`src/rtl/vdp_host_port.sv`:
```
// Host bus front end for the VDP: two-port 8-bit protocol decode, VRAM pointer with bank bits,
// req/ack VRAM port with read-ahead, filtered register writes and the frame interrupt.
module vdp_host_port #(
  parameter int         VADDR_W     = 14,
  parameter int         REG_ADDR_W  = 6,
  parameter int         LOCKED_BASE = 8,
  parameter int         UNLOCK_REG  = 57,
  parameter logic [7:0] UNLOCK_KEY  = 8'h1C
) (
  input  logic                  clk_logic_i,
  input  logic                  reset_n_i,
  input  logic                  mode_i,
  input  logic                  csw_n_i,
  input  logic                  csr_n_i,
  input  logic [7:0]            cd_i,
  output logic [7:0]            cd_o,
  output logic                  int_n_o,
  input  logic                  vblank_i,
  input  logic [6:0]            status_i,
  output logic                  vram_req_o,
  output logic                  vram_we_o,
  output logic [VADDR_W-1:0]    vram_addr_o,
  output logic [7:0]            vram_wdata_o,
  input  logic                  vram_ack_i,
  input  logic [7:0]            vram_rdata_i,
  output logic                  reg_we_o,
  output logic [REG_ADDR_W-1:0] reg_addr_o,
  output logic [7:0]            reg_data_o,
  output logic                  unlocked_o,
  output logic [7:0]            ovr_cnt_o
);

  localparam int          BANK_W = VADDR_W - 14;
  localparam logic [31:0] LOCK_B = LOCKED_BASE;
  localparam logic [31:0] UNL_R  = UNLOCK_REG;

  typedef enum logic {S_IDLE, S_REQ} state_t;

  state_t              state_reg;
  logic                csw_q_reg;
  logic                csr_q_reg;
  logic                latch_reg;
  logic [7:0]          first_reg;
  logic [VADDR_W-1:0]  vptr_reg;
  logic                ie_reg;
  logic                f_reg;
  logic [7:0]          rbuf_reg;
  logic                key_seen_reg;
  logic                pend_reg;

  logic                rd_ev;
  logic                wr_ev;
  logic                data_wr;
  logic                data_rd;
  logic                ctrl_wr;
  logic                stat_rd;
  logic                busy;
  logic                drop;
  logic                second;
  logic                reg_cmd;
  logic                ptr_cmd;
  logic                rd_setup;
  logic                pend_go;
  logic                issue;
  logic                issue_we;
  logic [VADDR_W-1:0]  issue_addr;
  logic [VADDR_W-1:0]  ptr_load;
  logic [VADDR_W-1:0]  vptr_bank;
  logic [REG_ADDR_W-1:0] reg_idx;
  logic [31:0]         idx_ext;
  logic                reg_ok;
  logic                is_r1;
  logic                is_r14;
  logic                is_unl;

  // A simultaneous read strobe wins; the write edge on that cycle is discarded.
  always_comb begin
    rd_ev   = csr_q_reg & ~csr_n_i;
    wr_ev   = csw_q_reg & ~csw_n_i & ~rd_ev;
    data_wr = wr_ev & ~mode_i;
    ctrl_wr = wr_ev & mode_i;
    data_rd = rd_ev & ~mode_i;
    stat_rd = rd_ev & mode_i;
    busy    = (state_reg == S_REQ) | pend_reg;
    drop    = (data_wr | data_rd) & busy;
    second  = ctrl_wr & latch_reg;
    reg_cmd = second & cd_i[7];
    ptr_cmd = second & ~cd_i[7];
    rd_setup = ptr_cmd & ~cd_i[6];
    pend_go = (state_reg == S_IDLE) & pend_reg & ~wr_ev & ~rd_ev;
  end

  always_comb begin
    reg_idx = cd_i[REG_ADDR_W-1:0];
    idx_ext = {{(32-REG_ADDR_W){1'b0}}, reg_idx};
    is_r1   = (idx_ext == 32'd1);
    is_r14  = (idx_ext == 32'd14);
    is_unl  = (idx_ext == UNL_R);
    reg_ok  = !((idx_ext >= LOCK_B) && !unlocked_o && !is_unl);
  end

  always_comb begin
    ptr_load        = vptr_reg;
    ptr_load[13:0]  = {cd_i[5:0], first_reg};
  end

  // Bank bits live in the top of the pointer so carries ripple into them for free.
  generate
    if (BANK_W > 0) begin : g_bank
      always_comb begin
        vptr_bank                 = vptr_reg;
        vptr_bank[VADDR_W-1:14]   = first_reg[BANK_W-1:0];
      end
    end else begin : g_nobank
      assign vptr_bank = vptr_reg;
    end
  endgenerate

  always_comb begin
    issue      = 1'b0;
    issue_we   = 1'b0;
    issue_addr = vptr_reg;
    if (data_wr && !busy) begin
      issue    = 1'b1;
      issue_we = 1'b1;
    end else if (data_rd && !busy) begin
      issue = 1'b1;
    end else if (rd_setup && !busy) begin
      issue      = 1'b1;
      issue_addr = ptr_load;
    end else if (pend_go) begin
      issue = 1'b1;
    end
  end

  assign int_n_o = ~(f_reg & ie_reg);

  always_ff @(posedge clk_logic_i or negedge reset_n_i) begin
    if (!reset_n_i) begin
      state_reg    <= S_IDLE;
      csw_q_reg    <= 1'b1;
      csr_q_reg    <= 1'b1;
      latch_reg    <= 1'b0;
      first_reg    <= 8'h00;
      vptr_reg     <= '0;
      ie_reg       <= 1'b0;
      f_reg        <= 1'b0;
      rbuf_reg     <= 8'h00;
      key_seen_reg <= 1'b0;
      pend_reg     <= 1'b0;
      cd_o         <= 8'h00;
      vram_req_o   <= 1'b0;
      vram_we_o    <= 1'b0;
      vram_addr_o  <= '0;
      vram_wdata_o <= 8'h00;
      reg_we_o     <= 1'b0;
      reg_addr_o   <= '0;
      reg_data_o   <= 8'h00;
      unlocked_o   <= 1'b0;
      ovr_cnt_o    <= 8'h00;
    end else begin
      csw_q_reg <= csw_n_i;
      csr_q_reg <= csr_n_i;
      reg_we_o  <= 1'b0;

      if (data_wr || data_rd || stat_rd) begin
        latch_reg <= 1'b0;
      end else if (ctrl_wr) begin
        if (latch_reg) begin
          latch_reg <= 1'b0;
        end else begin
          latch_reg <= 1'b1;
          first_reg <= cd_i;
        end
      end

      if (issue) begin
        vptr_reg <= issue_addr + VADDR_W'(1);
      end else if (ptr_cmd) begin
        vptr_reg <= ptr_load;
      end else if (reg_cmd && reg_ok && is_r14) begin
        vptr_reg <= vptr_bank;
      end

      if (pend_go) begin
        pend_reg <= 1'b0;
      end else if (rd_setup && busy) begin
        pend_reg <= 1'b1;
      end

      if (reg_cmd) begin
        reg_we_o   <= reg_ok;
        reg_addr_o <= reg_idx;
        reg_data_o <= first_reg;
        if (reg_ok && is_r1) begin
          ie_reg <= first_reg[5];
        end
        if (is_unl) begin
          if (unlocked_o && first_reg == 8'h00) begin
            unlocked_o   <= 1'b0;
            key_seen_reg <= 1'b0;
          end else if (first_reg == UNLOCK_KEY) begin
            if (key_seen_reg) begin
              unlocked_o   <= 1'b1;
              key_seen_reg <= 1'b0;
            end else begin
              key_seen_reg <= 1'b1;
            end
          end else begin
            key_seen_reg <= 1'b0;
          end
        end
      end

      // A vblank landing on the same cycle as the status read must not be lost.
      if (vblank_i) begin
        f_reg <= 1'b1;
      end else if (stat_rd) begin
        f_reg <= 1'b0;
      end

      if (stat_rd) begin
        cd_o <= {f_reg, status_i};
      end else if (data_rd && !busy) begin
        cd_o <= rbuf_reg;
      end

      if (drop && ovr_cnt_o != 8'hFF) begin
        ovr_cnt_o <= ovr_cnt_o + 8'd1;
      end

      case (state_reg)
        S_IDLE: begin
          if (issue) begin
            state_reg   <= S_REQ;
            vram_req_o  <= 1'b1;
            vram_we_o   <= issue_we;
            vram_addr_o <= issue_addr;
            if (issue_we) begin
              vram_wdata_o <= cd_i;
            end
          end
        end
        S_REQ: begin
          if (vram_ack_i) begin
            state_reg  <= S_IDLE;
            vram_req_o <= 1'b0;
            vram_we_o  <= 1'b0;
            if (!vram_we_o) begin
              rbuf_reg <= vram_rdata_i;
            end
          end
        end
        default: state_reg <= S_IDLE;
      endcase
    end
  end

endmodule

```
`config.mk`:
```
export PLATFORM = sky130hd
export DESIGN_NAME = vdp_host_port
export DESIGN_NICKNAME = d
export VERILOG_FILES = /design/src/rtl/vdp_host_port.sv
export SDC_FILE = /design/constraint.sdc
export NUM_CORES = 1
export LEC_CHECK = 0
export CORE_ASPECT_RATIO = 1.4
export CORE_UTILIZATION = 54
export DETAILED_ROUTE_END_ITERATION = 8
export PLACE_DENSITY = 0.83
export SYNTH_ARGS = -nofsm -noshare
export SYNTH_HDL_FRONTEND = slang
export SYNTH_SLANG_ARGS = --single-unit
```
`constraint.sdc`:
```
create_clock -name clk_logic_i -period 4.6 [get_ports clk_logic_i]
set_clock_uncertainty 0.15 [all_clocks]
set_input_delay 0.69 -clock clk_logic_i [delete_from_list [all_inputs] [get_ports clk_logic_i]]
set_output_delay 0.69 -clock clk_logic_i [all_outputs]
set_load 0.01 [all_outputs]
```
==> run metrics <==
Die ar. 8980 um2; Top Ports 87; Worst setup EP type flop; relative slew slack about a third; pin count of the biggest net entering global routing between 60 and 70; startpoint class of the critical path primary input; VDD IR-drop max around 0.00036 V; vias per cell between 6 and 7; leading area contributor after synthesis dfrtp_1; detailed placer's ending HPWL between 8000 and 9000 um; FF-to-FF path depth 8; Worst-Skew Late Latency between 0.3 and 0.4 ns; Setup Buffers After CTS 0; CTS Sinks 94; CP required 4.72 ns; sequential-to-total area share from yosys stat about 50%; Die Ht roughly 110 um; share of cells above drive strength 1 around 14%; Final Hold Viols 0; Met2 Wirelength about 6000 um; hold_buf cts 0; CTS clk-pin slew, worst paths 0.07 ns; Die Wd around 80 um; wire length on met1 4570 um; Area contributors post-synth dfrtp_1 50%, mux2_2 9.7%, nand2_1 5.7%; Synth Warn # 0; Placement Rows 39; capturing point of the worst reg2reg path vptr_bank[2]$_DFFE_PN0P_; final std cells w/o fill approximately 630; Synth top area share roughly 50%; wire length on met3 roughly 850 um; Post-synth top flop dfrtp_1; H-Tree Depth 3; Worst Tran Pin Value around 1 ns; leak pwr about 0.0025 uW; status finished, final reports clean; DRC Markers 0; Crit Reg-Reg Startpoint csr_q_reg$_DFF_PN1_; Starting Density 56.3%; final setup margin 1.33 ns; Yosys reg bits 94; Arrival @ worst endpoint 3.39 ns; Synth Instances 450; WL per Instance between 15 and 20 um; diode count 0; initial drt markers ~480; period utilization a little under three quarters; Setup WS pre-CTS between 1 and 1.5 ns; R2R Setup Slk roughly 1.9 ns; Post-Route WL 11,900 um; Pins Over Slew Limit 0; crit path kind in2reg; RSZ-0062 raised after global routing no; DR pass1 iterations 8; GRT Overall Usage between 20% and 30%; vias in the first global route roughly 3,900; Cell Area, Synth about 4600 um2; grt total ovfl 0; CTS Buf Count 9; GP Congestion roughly 0.91; CTS tree built; Crit Path Max Fanout 10; Worst Hold Slack 0.275 ns; first-pass GRT wire length roughly 20,000 um; crit path from cd_i[7]; crit path time final 3.27 ns; library cells used by synthesis 59; Antenna Nets Post-Route 0; Core Region between 8000 and 9000 um2; maximum clock rate 305 MHz; TNS Setup 0 ns; DR top layer met4; PostCTS Resize Cnt 0; ys async rst share between 90% and 100%; synthesis-to-finish area growth 25.6%; number of synthesized flops with an enable pin 0; Min-Delay Path Class in2async; # setup viols final 0; # Max-Cap Violations 0; Syn Area/Cell 10.3 um2; pwr/cell area roughly 550 nW/um2; via count about 3,900; clock root cell clkbuf_16; antenna violations before repair 0; Max Buffers Root-to-Sink 2; Nets approximately 560; dpl cells around 600; IO buf count 86; synthesized net count ~480
-- logic make-up (layout without fill, tap and decap cells) --
group / after synthesis / after routing / synth area share [%]
and+or+nand+nor: 169 / 169 / 18.4
DFF: 94 / 94 / 50.7
AOI/OAI and AO/OA: 89 / 89 / 12.9
muxes: 53 / 53 / 12.5
buffers and inverters: 35 / 112 / 3.50
xor gates and xnor gates: 8 / 8 / 1.51
adders and majority gates: 2 / 2 / 0.539
-- synth_stat cells (6+ instances only) --
cell type and count:
inv_1 6, nor3_1 9, buf_2 13, mux2i_1 13, dfrtp_1 92, o21ai_0 27
nand3_1 15, nand4_1 16, clkbuf_1 11, a31oi_1 14, mux2_2 40, a21oi_1 13
nor2_1 29, nand2_1 71
-- where the power goes --
part | total [uW] | leakage, uW | switching [uW] | internal (uW)
registers | 1370 | 0.00116 | 257 | 1110
clock network | 786 | 0.000146 | 313 | 473
logic | 1050 | 0.00118 | 466 | 585
total | 3200 | 0.00249 | 1040 | 2170
-- worst max path at each step --
stage / to / cells after the start
detailed placement: vptr_bank[8]$_DFFE_PN0P_ / 9
global placement: vptr_bank[8]$_DFFE_PN0P_ / 9
floorplan: vptr_bank[8]$_DFFE_PN0P_ / 11
finish: vptr_bank[8]$_DFFE_PN0P_ / 10
CTS: vptr_bank[8]$_DFFE_PN0P_ / 10
global route: vptr_bank[8]$_DFFE_PN0P_ / 10
-- area by class of cell --
| cell class | count | area [um2] |
|---|---|---|
| Inverter | 6 | 22.5 |
| Multi-Input combinational cell | 321 | 2130 |
| Sequential cell | 94 | 2350 |
| Tap cell | 102 | 128 |
| Clock buffer | 11 | 233 |
| Fill cell | 610 | 2410 |
| Timing Repair Buffer | 91 | 896 |
| Clock inverter | 4 | 72.6 |
-- critical path, cell delays in order --
cell and delay (ns):
clkdlybuf4s50_1 0.57, nor4_4 0.43, and4_1 0.48, nand2_1 0.10, nand2_1 0.10, ha_1 0.38
nand4_1 0.16, o21ai_0 0.23, a21oi_1 0.12, a211oi_2 0.14
-- cell usage in the layout, fill, tap and decap left out, types with 3 or more instances in the layout --
cell             Yosys  final
buf_4                2      6
clkbuf_16            0      9
xor2_1               3      3
a21oi_1             13     13
dfrtp_1             92     92
nand2b_1             3      3
and3_1               5      5
o21ai_1              3      3
mux2i_1             13     13
nor3_1               9      9
nand3_1             15     15
inv_1                6      6
mux2_2              40     40
xnor2_1              5      5
a31oi_1             14     14
o21ai_0             27     27
nor2_1              29     29
clkdlybuf4s50_1      0     85
and4_1               5      5
a21o_1               3      3
nand2_1             71     71
a41oi_1              3      3
nand4_1             16     16
-- stage by stage --
stage,utilization [%],total power (uW),area [um2]
after floorplan,-,1880,4640
after global placement,67.0,2380,5530
after detailed placement,67.0,2420,5530
after CTS,70.7,3210,5830
after global routing,70.7,3380,5830
final,70.7,3200,5830
-- routing by layer --
layer / GRT usage (%) / vias up
met3: 6.15 / 52
met4: 15.1 / 0
met5: 0 / -
met1: 35.8 / 1891
met2: 46.5 / 214
li1: - / 1772
Note: power is estimated with default switching activity, not from simulation.
